## src/rtl/hsv_threshold_sequencer.sv

```systemverilog
// Frame-synchronous threshold controller: user edits land in shadow masks and
// are committed to the live H/S/V masks on a frame start, followed by a busy window.
module hsv_threshold_sequencer #(
  parameter int unsigned PIPE_LAT  = 8,
  parameter logic [7:0]  H_DEFAULT = 8'hF0,
  parameter logic [7:0]  S_DEFAULT = 8'hE0,
  parameter logic [7:0]  V_DEFAULT = 8'hE0
) (
  input  logic       clk,
  input  logic       reset,
  input  logic       select,
  input  logic [1:0] selector,
  input  logic [2:0] inputVal,
  input  logic       vsync,
  output logic [7:0] hThreshold,
  output logic [7:0] sThreshold,
  output logic [7:0] vThreshold,
  output logic       pending,
  output logic       upd_pulse,
  output logic       cfg_busy
);

  typedef enum logic [1:0] {S_IDLE, S_PENDING, S_SETTLE} state_e;

  localparam logic [7:0] CNT_INIT = 8'(PIPE_LAT - 1);

  state_e     state_q;
  logic [7:0] cnt_q;
  logic       sel_q, vs_q, pend_q, upd_q, busy_q;
  logic [7:0] h_sh_q, s_sh_q, v_sh_q;
  logic [7:0] h_sh_d, s_sh_d, v_sh_d;
  logic [7:0] h_act_q, s_act_q, v_act_q;
  logic [3:0] keep;
  logic [7:0] mask;
  logic       sel_edge, vs_edge, commit;

  // NOTE: every signal gets a default before any branch so always_comb never infers a latch.
  always_comb begin
    keep     = {1'b0, inputVal} + 4'd1;
    mask     = ~(8'hFF >> keep);
    sel_edge = select & ~sel_q;
    vs_edge  = vsync & ~vs_q;
    commit   = vs_edge && (state_q == S_PENDING);
    h_sh_d   = h_sh_q;
    s_sh_d   = s_sh_q;
    v_sh_d   = v_sh_q;
    if (sel_edge) begin
      case (selector)
        2'b00:   h_sh_d = mask;
        2'b01:   s_sh_d = mask;
        2'b10:   v_sh_d = mask;
        default: begin
          h_sh_d = mask;
          s_sh_d = mask;
          v_sh_d = mask;
        end
      endcase
    end
  end

  // Committing the _d shadows lets an edit in the commit cycle bypass into the live masks.
  // NOTE: state registers use non-blocking assignments so every flop samples pre-edge values.
  always_ff @(posedge clk or negedge reset) begin
    if (!reset) begin
      state_q <= S_IDLE;
      cnt_q   <= '0;
      sel_q   <= 1'b1;
      vs_q    <= 1'b1;
      pend_q  <= 1'b0;
      upd_q   <= 1'b0;
      busy_q  <= 1'b0;
      h_sh_q  <= H_DEFAULT;
      s_sh_q  <= S_DEFAULT;
      v_sh_q  <= V_DEFAULT;
      h_act_q <= H_DEFAULT;
      s_act_q <= S_DEFAULT;
      v_act_q <= V_DEFAULT;
    end else begin
      sel_q  <= select;
      vs_q   <= vsync;
      h_sh_q <= h_sh_d;
      s_sh_q <= s_sh_d;
      v_sh_q <= v_sh_d;
      upd_q  <= commit;
      case (state_q)
        S_IDLE: begin
          busy_q <= 1'b0;
          if (sel_edge) begin
            pend_q  <= 1'b1;
            state_q <= S_PENDING;
          end
        end
        S_PENDING: begin
          if (commit) begin
            h_act_q <= h_sh_d;
            s_act_q <= s_sh_d;
            v_act_q <= v_sh_d;
            pend_q  <= 1'b0;
            cnt_q   <= CNT_INIT;
            busy_q  <= 1'b1;
            state_q <= S_SETTLE;
          end else if (sel_edge) begin
            pend_q <= 1'b1;
          end
        end
        S_SETTLE: begin
          if (sel_edge) pend_q <= 1'b1;
          if (cnt_q == 8'd0) begin
            busy_q  <= 1'b0;
            state_q <= (pend_q || sel_edge) ? S_PENDING : S_IDLE;
          end else begin
            cnt_q <= cnt_q - 8'd1;
          end
        end
        default: begin
          busy_q  <= 1'b0;
          state_q <= S_IDLE;
        end
      endcase
    end
  end

  assign hThreshold = h_act_q;
  assign sThreshold = s_act_q;
  assign vThreshold = v_act_q;
  assign pending    = pend_q;
  assign upd_pulse  = upd_q;
  assign cfg_busy   = busy_q;

endmodule

```

## config.mk

```make
export PLATFORM = sky130hd
export DESIGN_NAME = hsv_threshold_sequencer
export DESIGN_NICKNAME = d
export VERILOG_FILES = /design/src/rtl/hsv_threshold_sequencer.sv
export SDC_FILE = /design/constraint.sdc
export NUM_CORES = 1
export LEC_CHECK = 0
export ABC_AREA = 1
export BUFFER_PORTS_ARGS = -buffer_cell sky130_fd_sc_hd__buf_2
export CELL_PAD_IN_SITES_DETAIL_PLACEMENT = 1
export CELL_PAD_IN_SITES_GLOBAL_PLACEMENT = 2
export CORE_ASPECT_RATIO = 1.25
export CORE_MARGIN = 3
export CORE_UTILIZATION = 35
export CTS_BUF_LIST = sky130_fd_sc_hd__clkbuf_16
export CTS_CLUSTER_DIAMETER = 30
export DETAILED_ROUTE_END_ITERATION = 8
export PLACE_DENSITY_LB_ADDON = 0.1
export SYNTH_ARGS = -nofsm -noshare
export SYNTH_HDL_FRONTEND = slang
export SYNTH_SLANG_ARGS = --single-unit
export TNS_END_PERCENT = 100
```

## constraint.sdc

```tcl
create_clock -name clk -period 2 [get_ports clk]
set_input_delay 0.1 -clock clk [delete_from_list [all_inputs] [get_ports clk]]
set_output_delay 0.1 -clock clk [all_outputs]
set_load 0.01 [all_outputs]
```

# [Yosys cells after proc, flatten, opt, wreduce, memory -nomap -nowiden]
# Cells that the tools add are included.
[word_totals] regBits=63 latchBits=0 mem_bits_rw=0 mem_bits_ro=0 in_bits=9 output_inout_bits=27 word_cells=64 memories=0
[classes] addsub=2 mul=0 div=0 n_lt_le_gt_ge=0 n_eq_ne=8 n_shift=1 mux=20 bitwise=5 reduce_logical=15
[op_table] op="two-way mux 8 bit" n=8
[op_table] op="case mux 8 bit (2 select lines)" n=1
[op_table] op="zero test 8 bit" n=1
[op_table] op="inequality test 2 bit, second input constant" n=4
[op_table] op="inverter 8 bit" n=1
[op_table] op="OR reduction 2 bit" n=4
[op_table] op=">> shifter 8 x 4 -> 8 bit, first input constant" n=1
[op_table] op="subtractor 8 x 1 -> 8 bit, second input constant" n=1
[op_table] op="two-way mux 2 bit" n=3
[op_table] op="case mux 2 bit (3 select lines)" n=1
[op_table] op="AND reduction 3 bit" n=2
[op_table] op="two-way mux 1 bit" n=5
[op_table] op="adder 3 x 1 -> 4 bit, second input constant" n=1
[op_table] op="equality test 2 x 1 -> 1 bit, second input constant" n=2
[op_table] op="equality test 2 bit, second input constant" n=2
[op_table] op="zero test 2 bit" n=2
[op_table] op="case mux 1 bit (2 select lines)" n=2
[op_table] op="AND reduction 2 bit" n=2
[op_table] op="nonzero test 2 bit" n=2
[op_table] op="AND 1 bit" n=2
[op_table] op="inverter 1 bit" n=2
[op_table] op="logical AND 1 bit" n=1
[op_table] op="logical OR 1 bit" n=1

# [Longest topological paths before layout]
# Gate-level depths: netlist (run 1).
[logic_depth] depth_word=6 ltp_mapped=9 mapped_depth_nobuf=8

# [Least setup slack after synthesis (run 1)]
# OpenSTA, ideal clock, no wires.
[synth_path] kind="reg2reg" startpoint="register cnt_q[0]" endpoint="register cnt_q[1]" setup_ns=0.123 arrival_ns=1.152 t_required_ns=1.877 slack_ns=0.725 path_stages_with_launch=8 n_path_buf=0 synth_period_minus_slack_ns=1.275 cell_sequence="dfrtp_1 > inv_1 > ha_1 > nand2_1 > o21ai_2 > nand2_2 > o21ai_0 > nand2_1"
[synth_between] elab_chain_cells=3 elab_cells_between_ends=6 classes_between="1 x add/sub; 1 x eq/ne; 2 x mux; 2 x reduce/logical"
[synth_rtl] item="start: declaration" line="28" text="logic [7:0] cnt_q;"
[synth_rtl] item="start signal: assignment" line="112" text="cnt_q <= cnt_q - 8'd1;"
[synth_rtl] item="subtractor 8 x 1 -> 8 bit or zero test 8 bit (tied branches)" line="112, 108"
[synth_rtl] item="two-way mux 8 bit or inequality test 2 bit (tied branches)"
[synth_rtl] item="case mux 8 bit (2 select lines) or AND reduction 3 bit (tied branches)"
# Parallel ways exist; a longest one is shown, timed or not. The select of a mux whose other input is x is not followed.
# A chain may end at the register's enable or synchronous reset.

# [Worst setup path in the final report (run 1)]
[layout_path] startpoint="register vs_q" endpoint="register cnt_q[0]"
[layout_between] elab_chain_cells=5
[layout_rtl] item="start: declaration" line="29" text="logic sel_q, vs_q, pend_q, upd_q, busy_q;"
[layout_rtl] item="start signal: assignment" line="80" text="vs_q <= vsync;"
[layout_rtl] item="inverter 1 bit" line="42" text="vs_edge = vsync & ~vs_q;"
[layout_rtl] item="AND 1 bit" line="42"
[layout_rtl] item="logical AND 1 bit" line="43" text="commit = vs_edge && (state_q == S_PENDING);"
[layout_rtl] item="inequality test 2 bit (no line)"
[layout_rtl] item="AND reduction 3 bit (no line)"
# No other way between the ends.

==> results by group, run 1 <==
Yosys
  – Largest cells by area after synthesis: dfrtp_1 (37%), dfstp_2 (21%), nand2_1 (14%)
  – Simple-gate share of the synthesized area: 23.8%
  – XOR/XNOR Fraction of Synth Area: 0.627%
  – Adder-Cell Fraction of Synth Area: 2.24%
  – Cells after Synth: 297
  – Top cell type's share of synthesized area: 36.7%
  – Cell variety after synth: 28
  – Compound-cell area share of the yosys netlist: 8.73%
  – Largest family of logic cells by synthesized area: simple AND/OR/NAND/NOR gates
  – FF+latch count, synth: 63
  – Cell taking the most area after synthesis: dfrtp_1
  – Sequential share of the synthesized area: 57.4%
  – Cell Area, Synth: 2790 sq um
  – Mux cell area share after synthesis: 0%
  – Avg Cell Area, Syn: 9.41 sq um
  – Yosys Warn Count: 0
  – Syn_nets: 311

Floorplanning
  – Die area: 9100 sq um
  – Std-Cell Rows: 35
  – Chip Width: 85.9 um
  – Die height: 106 um
  – Core area: 7580 sq um
  – Initial Utilization: 36.9%
  – Io pins: 36

Route
  – DR WL/cell: 14.1 um
  – DRT iter0 DRCs: 92
  – Antenna Nets Post-Route: 0
  – Pre-Repair DR Iteration Count: 4
  – DRC: 0
  – Vias per inst: 4.59
  – Detailed Route WL: 6180 um
  – Via count: 2007

Cells and area
  – Most common cell after layout, fill and taps aside: nand2_1
  – Layout area overhead: 20.6%
  – Fraction of layout cells with a size suffix above 1: 28.4%
  – Number of filler cells placed in the layout: 911
  – Post-Layout Cell Count: 437
  – Sequential Area: 1600 sq um
  – Most frequent cells in the layout: nand2_1 (102), dfrtp_1 (41), buf_2 (35), inv_1 (32), dfstp_2 (22)
  – Final net count: 354
  – Antenna diodes: 0
  – Footprint of the multi-input gates: 990 sq um

Setup path
  – CP Data Required Time: 2.20 ns
  – Crit-path slowest cell: dfstp_2
  – Crit path cell chain: inv_1 -> nand4_4 -> clkinv_4 -> nor2_8 -> a21oi_1
  – Crit path kind: reg -> reg
  – Largest stage delay on the critical path: 0.51 ns
  – Arr. time, crit path: 1.77 ns
  – Worst setup EP type: register
  – Worst setup SP type: register
  – Max FO, Critical Path: 23

Global route
  – Antenna violations before repair: 0
  – GRT Total Usage: 15.4%
  – Largest net degree at the start of global routing: 64
  – Vias in the first global route: 2145
  – First-pass GRT wire length: 10700 um
  – Global-route congestion overflow total: 0

Clock tree
  – Htree depth: 3
  – Clock buffer count from CTS: 9
  – Worst-path clk slew: 0.05 ns
  – Root buf cell: clkbuf_16
  – Post-CTS Resized: 0
  – Clock Tree Buf Depth: 2
  – Sinks on Clock Net: 63
  – Worst-Skew Late Latency: 0.32 ns
  – TritonCTS clock tree: yes

Timing
  – Final Hold Viols: 0
  – Setup TNS: 0 ns
  – Fin crit share: 78.7%
  – Final setup violation count: 0
  – Min Tclk post-route: 1.57 ns
  – Final Max Slew Viols: 0
  – Skew final: 0.00403 ns
  – Unrepaired setup endpoints after global routing: false
  – Max-slew headroom: 65.2%
  – Fmax: 636 MHz
  – Worst Max-Slew Pin Slew: 0.517 ns

Power and ir drop
  – Worst VDD drop: 0.705 mV
  – Cell leakage power: 1.70 nW
  – PwrDens: 1400 nW/um^2

Placed design
  – Port bufs: 35
  – Post-DP HPWL: 4160 um
  – Inst Count DP: 418
  – RePlAce Congestion: 0.715

Outcome
  – Status: complete, no violations

Min path
  – Hold Path Class: in -> reg

Flow run
  – Max cap viols: 0
[logic make-up after synthesis]
logic type	count (synthesis)
compound gates	42
xor+xnor	2
fa+ha+maj	5
buf+inv	41
flops	63
simple gates	144
[cell usage after synthesis]
cell type,n
a21o_1,1
a21oi_1,6
a21oi_2,1
a31oi_1,1
buf_2,3
buf_6,5
clkinv_4,1
dfrtp_1,41
dfstp_2,22
ha_1,5
inv_1,30
inv_2,2
nand2_1,102
nand2_2,3
nand2_4,2
nand3_1,10
nand4_1,1
nand4_4,1
nor2_1,14
nor2_2,1
nor2_4,6
nor2_8,1
nor3_1,1
o21ai_0,6
o21ai_1,20
o21ai_2,7
or2_2,2
xor2_1,2
[registers in the layout (all words and copies together) (netlist names), 2 cells and up]
register and cells:
cnt_q 8, s_sh_q 8, sThreshold 8, vThreshold 8, state_q 2, v_sh_q 8, h_sh_q 8, hThreshold 8
[critical path: cells and delay by family (launching register included)]
family / cells / cell delay, ns
flip-flops: 1 / 0.51
AO/OA/AOI/OAI: 1 / 0.10
buffers and inverters: 2 / 0.34
AND/OR/NAND/NOR: 2 / 0.50
[stage by stage]
| stage | setup WS, ns | area [sq um] | hold WS [ns] | total power [W] | utilization [%] |
|---|---|---|---|---|---|
| after floorplan | 0.725 | 2790 | -0.196 | 0.00274 | - |
| after global placement | 0.446 | 3040 | 0.146 | 0.00317 | 40.1 |
| after detailed placement | 0.390 | 3040 | 0.143 | 0.00320 | 40.1 |
| after CTS | 0.356 | 3370 | 0.154 | 0.00480 | 44.5 |
| after global routing | 0.259 | 3370 | 0.186 | 0.00506 | 44.5 |
| final | 0.427 | 3370 | 0.162 | 0.00471 | 44.5 |
[routing by layer]
metal  routed length [um]  up-vias  GRT usage [%]
li1                     -     1012              -
met1                 2910      954           20.3
met2                 2940       32           24.3
met3                  199        9           3.02
met4                  127        0           6.79
met5                    0        -              0
[final cells by class]
class,count,share of cell area (%)
tap,92,3.41
clock buffer,10,7.42
timing repair buffer,40,6.90
clock inverter,6,1.48
sequential,63,47.6
inverter,33,3.82
multi-input combinational,193,29.4
[final timing paths]
kind | slack [ns] | from | cells after the start | end
max | 0.43 | vs_q$_DFF_PN1_ | 5 | cnt_q[0]$_DFFE_PN0P_
min | 0.16 | inputVal[1] | 3 | h_sh_q[1]$_DFF_PN0_
max reg2reg | 0.43 | vs_q$_DFF_PN1_ | 5 | cnt_q[0]$_DFFE_PN0P_
min reg2reg | 0.46 | vThreshold[7]$_DFFE_PN1P_ | 2 | vThreshold[7]$_DFFE_PN1P_
max in group asynchronous | 1.35 | reset | 3 | hThreshold[6]$_DFFE_PN1P_
min in group asynchronous | 0.33 | reset | 3 | cnt_q[6]$_DFFE_PN0P_
[power breakdown]
group / internal [W] / total [W] / switching [W]
clock: 0.00102 / 0.00155 / 0.000533
sequential: 0.00172 / 0.00191 / 0.000198
combinational: 0.000463 / 0.00124 / 0.000778
[repair_timing]
item / in CTS / in global routing
setup buffers: 0 / 0
endpoints found under the hold margin: 43 / 0
hold buffers: 3 / 0
Note: power is estimated with default switching activity, not from simulation.
==> run 2, diff against run 1 <==
==> constraint.sdc (replaced) <==
create_clock -name clk -period 1.6 [get_ports clk]
set_input_delay 0.08 -clock clk [delete_from_list [all_inputs] [get_ports clk]]
set_output_delay 0.08 -clock clk [all_outputs]
set_load 0.01 [all_outputs]
==> results by group, run 2 (synthesized netlist as in run 1, its figures left out) <==
Global route
  – First-pass GRT wire length: 10800 um (+0.96%)
  – Largest net degree at the start of global routing: 64 (unchanged)
  – Global-route congestion overflow total: 0 (unchanged)
  – GRT Total Usage: 15.4% (+0.054 points)
  – Vias in the first global route: 2159 (+0.65%)
  – Antenna violations before repair: 0 (unchanged)

Min path
  – Hold_sp: inputVal[1]
  – Hold path depth: 3 (unchanged)
  – Hold Crit Endpoint: h_sh_q[1]$_DFF_PN0_
  – Hold Path Class: in -> reg

Setup path
  – Max FO, Critical Path: 6 (-74%)
  – Crit-path most repeated cell: nand2_1
  – R2R Setup Slk: 0.15 ns (-0.28 ns)
  – Crit-path slowest cell: dfrtp_1
  – Worst setup EP type: register
  – CP Data Required Time: 1.82 ns (-0.38 ns)
  – Largest stage delay on the critical path: 0.37 ns (-0.14 ns)
  – Arr. time, crit path: 1.67 ns (-0.10 ns)
  – Crit path cell chain: inv_1 -> ha_1 -> nand2_1 -> o21ai_4 -> nand2_2 -> o21ai_0 -> nand2_1
  – Crit path kind: reg -> reg
  – Worst setup SP type: register
  – Worst R2R End: cnt_q[1]$_DFFE_PN0P_
  – Worst reg-to-reg path cell count: 7 (+2)
  – RR Startpoint: cnt_q[0]$_DFFE_PN0P_

Power and ir drop
  – Cell leakage power: 1.69 nW (-0.49%)
  – Power share of the clock group: 29.9% (-3.1 points)
  – PwrDens: 1680 nW/um^2 (+21%)
  – P_sw: 0.00191 W (+26%)
  – Comb pwr share: 27.9% (+1.5 points)
  – Worst VDD drop: 0.875 mV (+24%)
  – Int Pwr: 0.00376 W (+18%)
  – Switching share of power: 33.6% (+1.6 points)
  – Flop pwr share: 42.3% (+1.7 points)

Clock tree
  – Worst-path clk slew: 0.06 ns (about the same)
  – Htree depth: 3 (unchanged)
  – TritonCTS clock tree: yes
  – Clock Tree Buf Depth: 2 (unchanged)
  – Post-CTS Setup Inserts: 0 (unchanged)
  – Clock buffer count from CTS: 9 (unchanged)
  – Worst-Skew Late Latency: 0.33 ns (about the same)
  – Root buf cell: clkbuf_16
  – Sinks on Clock Net: 63 (unchanged)

Timing
  – Final Hold Viols: 0 (unchanged)
  – Min Tclk post-route: 1.45 ns (-0.118 ns)
  – Max-slew headroom: 69.0% (+3.8 points)
  – Fmax: 687 MHz (+8.1%)
  – Fin crit share: 90.9% (+12 points)
  – Final worst setup slack: 0.145 ns (-0.282 ns)
  – Setup TNS: 0 ns (unchanged)
  – Final Max Slew Viols: 0 (unchanged)
  – Skew final: 0.00943 ns (+0.00540 ns)
  – Worst Max-Slew Pin Slew: 0.466 ns (-0.0511 ns)
  – Final setup violation count: 0 (unchanged)

Cells and area
  – Fraction of layout cells with a size suffix above 1: 29.3% (+0.90 points)
  – Number of filler cells placed in the layout: 903 (-0.88%)
  – Post-Layout Cell Count: 440 (+0.69%)
  – Final core occ: 44.4% (-0.12 points)
  – Most frequent cells in the layout: nand2_1 (102), dfrtp_1 (41), buf_2 (35), inv_1 (31), dfstp_2 (22)
  – Layout area overhead: 20.3%
  – Fin area: 3360 sq um (-0.26%)
  – Antenna diodes: 0 (unchanged)
  – Final net count: 357 (+0.85%)
  – Most common cell after layout, fill and taps aside: nand2_1

Outcome
  – Status: complete, no violations

Floorplanning
  – Std-Cell Rows: 35 (unchanged)
  – Initial Utilization: 36.9% (unchanged)
  – Die area: 9100 sq um (unchanged)
  – Chip Width: 85.9 um (unchanged)
  – Die height: 106 um (unchanged)
  – Core area: 7580 sq um (unchanged)
  – Io pins: 36 (unchanged)

Placed design
  – Inst Count DP: 421 (+0.72%)
  – Post-DP HPWL: 4270 um (+2.5%)
  – Dpl ws: 0.106 ns (-0.284 ns)
  – RePlAce Congestion: 0.799 (+12%)
  – Area after DPL: 3060 sq um (+0.74%)
  – Port bufs: 35 (unchanged)

Flow run
  – Max cap viols: 0 (unchanged)

Route
  – Via count: 2031 (+1.2%)
  – DRC: 0 (unchanged)
  – Vias per inst: 4.62 (+0.51%)
  – DR WL/cell: 14.2 um (+0.25%)
  – Pre-Repair DR Iteration Count: 4 (unchanged)
  – Detailed Route WL: 6240 um (+0.94%)
  – DRT iter0 DRCs: 55 (-40%)
  – Antenna Nets Post-Route: 0 (unchanged)
==> run 2: cell types whose count changed in the layout (fill, tap and decap cells not counted), sizes merged <==
cell,delta
buf,+3
clkinv,+1
inv,-1
bufinv,-1
clkbuf,-1
clkinvlp,+2
==> run 2: what timing repair did <==
action | 4_1_cts | 5_1_grt
resized for setup | 0 | 2
endpoints found under the hold margin | 43 | 0
endpoints found under the setup margin | 0 | 6
hold buffers | 3 | 0
==> run 2: cell type report <==
type	instances	area (sq um)	share of cell area [%]
clock buffers	9	225	6.70
clock inverters	7	32.5	0.968
inverters	33	133	3.94
multi-input cells	193	997	29.7
flip-flops and latches	63	1600	47.7
well taps	92	115	3.42
repair buffers	43	255	7.59
==> run 2: per-stage QoR <==
step	total power [W]	hold WS (ns)
after detailed placement	0.00402	0.127
final	0.00566	0.149
after global routing	0.00610	0.166
after floorplan	0.00343	-0.216
after global placement	0.00398	0.125
after CTS	0.00577	0.132
==> run 2: worst max-delay path, delay by kind of cell, from the launching register on <==
kind,cells,cell delay (ns)
flops,1,0.37
compound gates,2,0.34
simple gates,3,0.31
fa+ha+maj,1,0.18
buf+inv,1,0.15
==> run 2: routing by layer <==
layer,part of all wire (%),global-route usage [%],vias to the layer above
met5,0,0,-
met4,1.7,7.13,0
met3,3.8,3.57,9
met2,47,23.6,32
met1,47,20.5,970
li1,-,-,1020
==> run 2: worst max path at each step <==
stage	from	endpoint	slack (ns)
after CTS	sel_q$_DFF_PN1_	hThreshold[6]$_DFFE_PN1P_	0.09
after floorplan	cnt_q[0]$_DFFE_PN0P_	cnt_q[1]$_DFFE_PN0P_	0.33
final	cnt_q[0]$_DFFE_PN0P_	cnt_q[1]$_DFFE_PN0P_	0.15
after global placement	cnt_q[0]$_DFFE_PN0P_	cnt_q[1]$_DFFE_PN0P_	0.1
after global routing	cnt_q[0]$_DFFE_PN0P_	cnt_q[1]$_DFFE_PN0P_	-0.003
after detailed placement	cnt_q[0]$_DFFE_PN0P_	cnt_q[1]$_DFFE_PN0P_	0.11
==> run 2: power by group through the flow <==
stage / Clock, W / Sequential, W / Combinational, W
after floorplan: 0 / 0.00255 / 0.000881
after global placement: 0 / 0.00241 / 0.00157
after detailed placement: 0 / 0.00242 / 0.00159
after CTS: 0.00175 / 0.00241 / 0.00161
after global routing: 0.00182 / 0.00247 / 0.00181
final: 0.00169 / 0.00239 / 0.00158
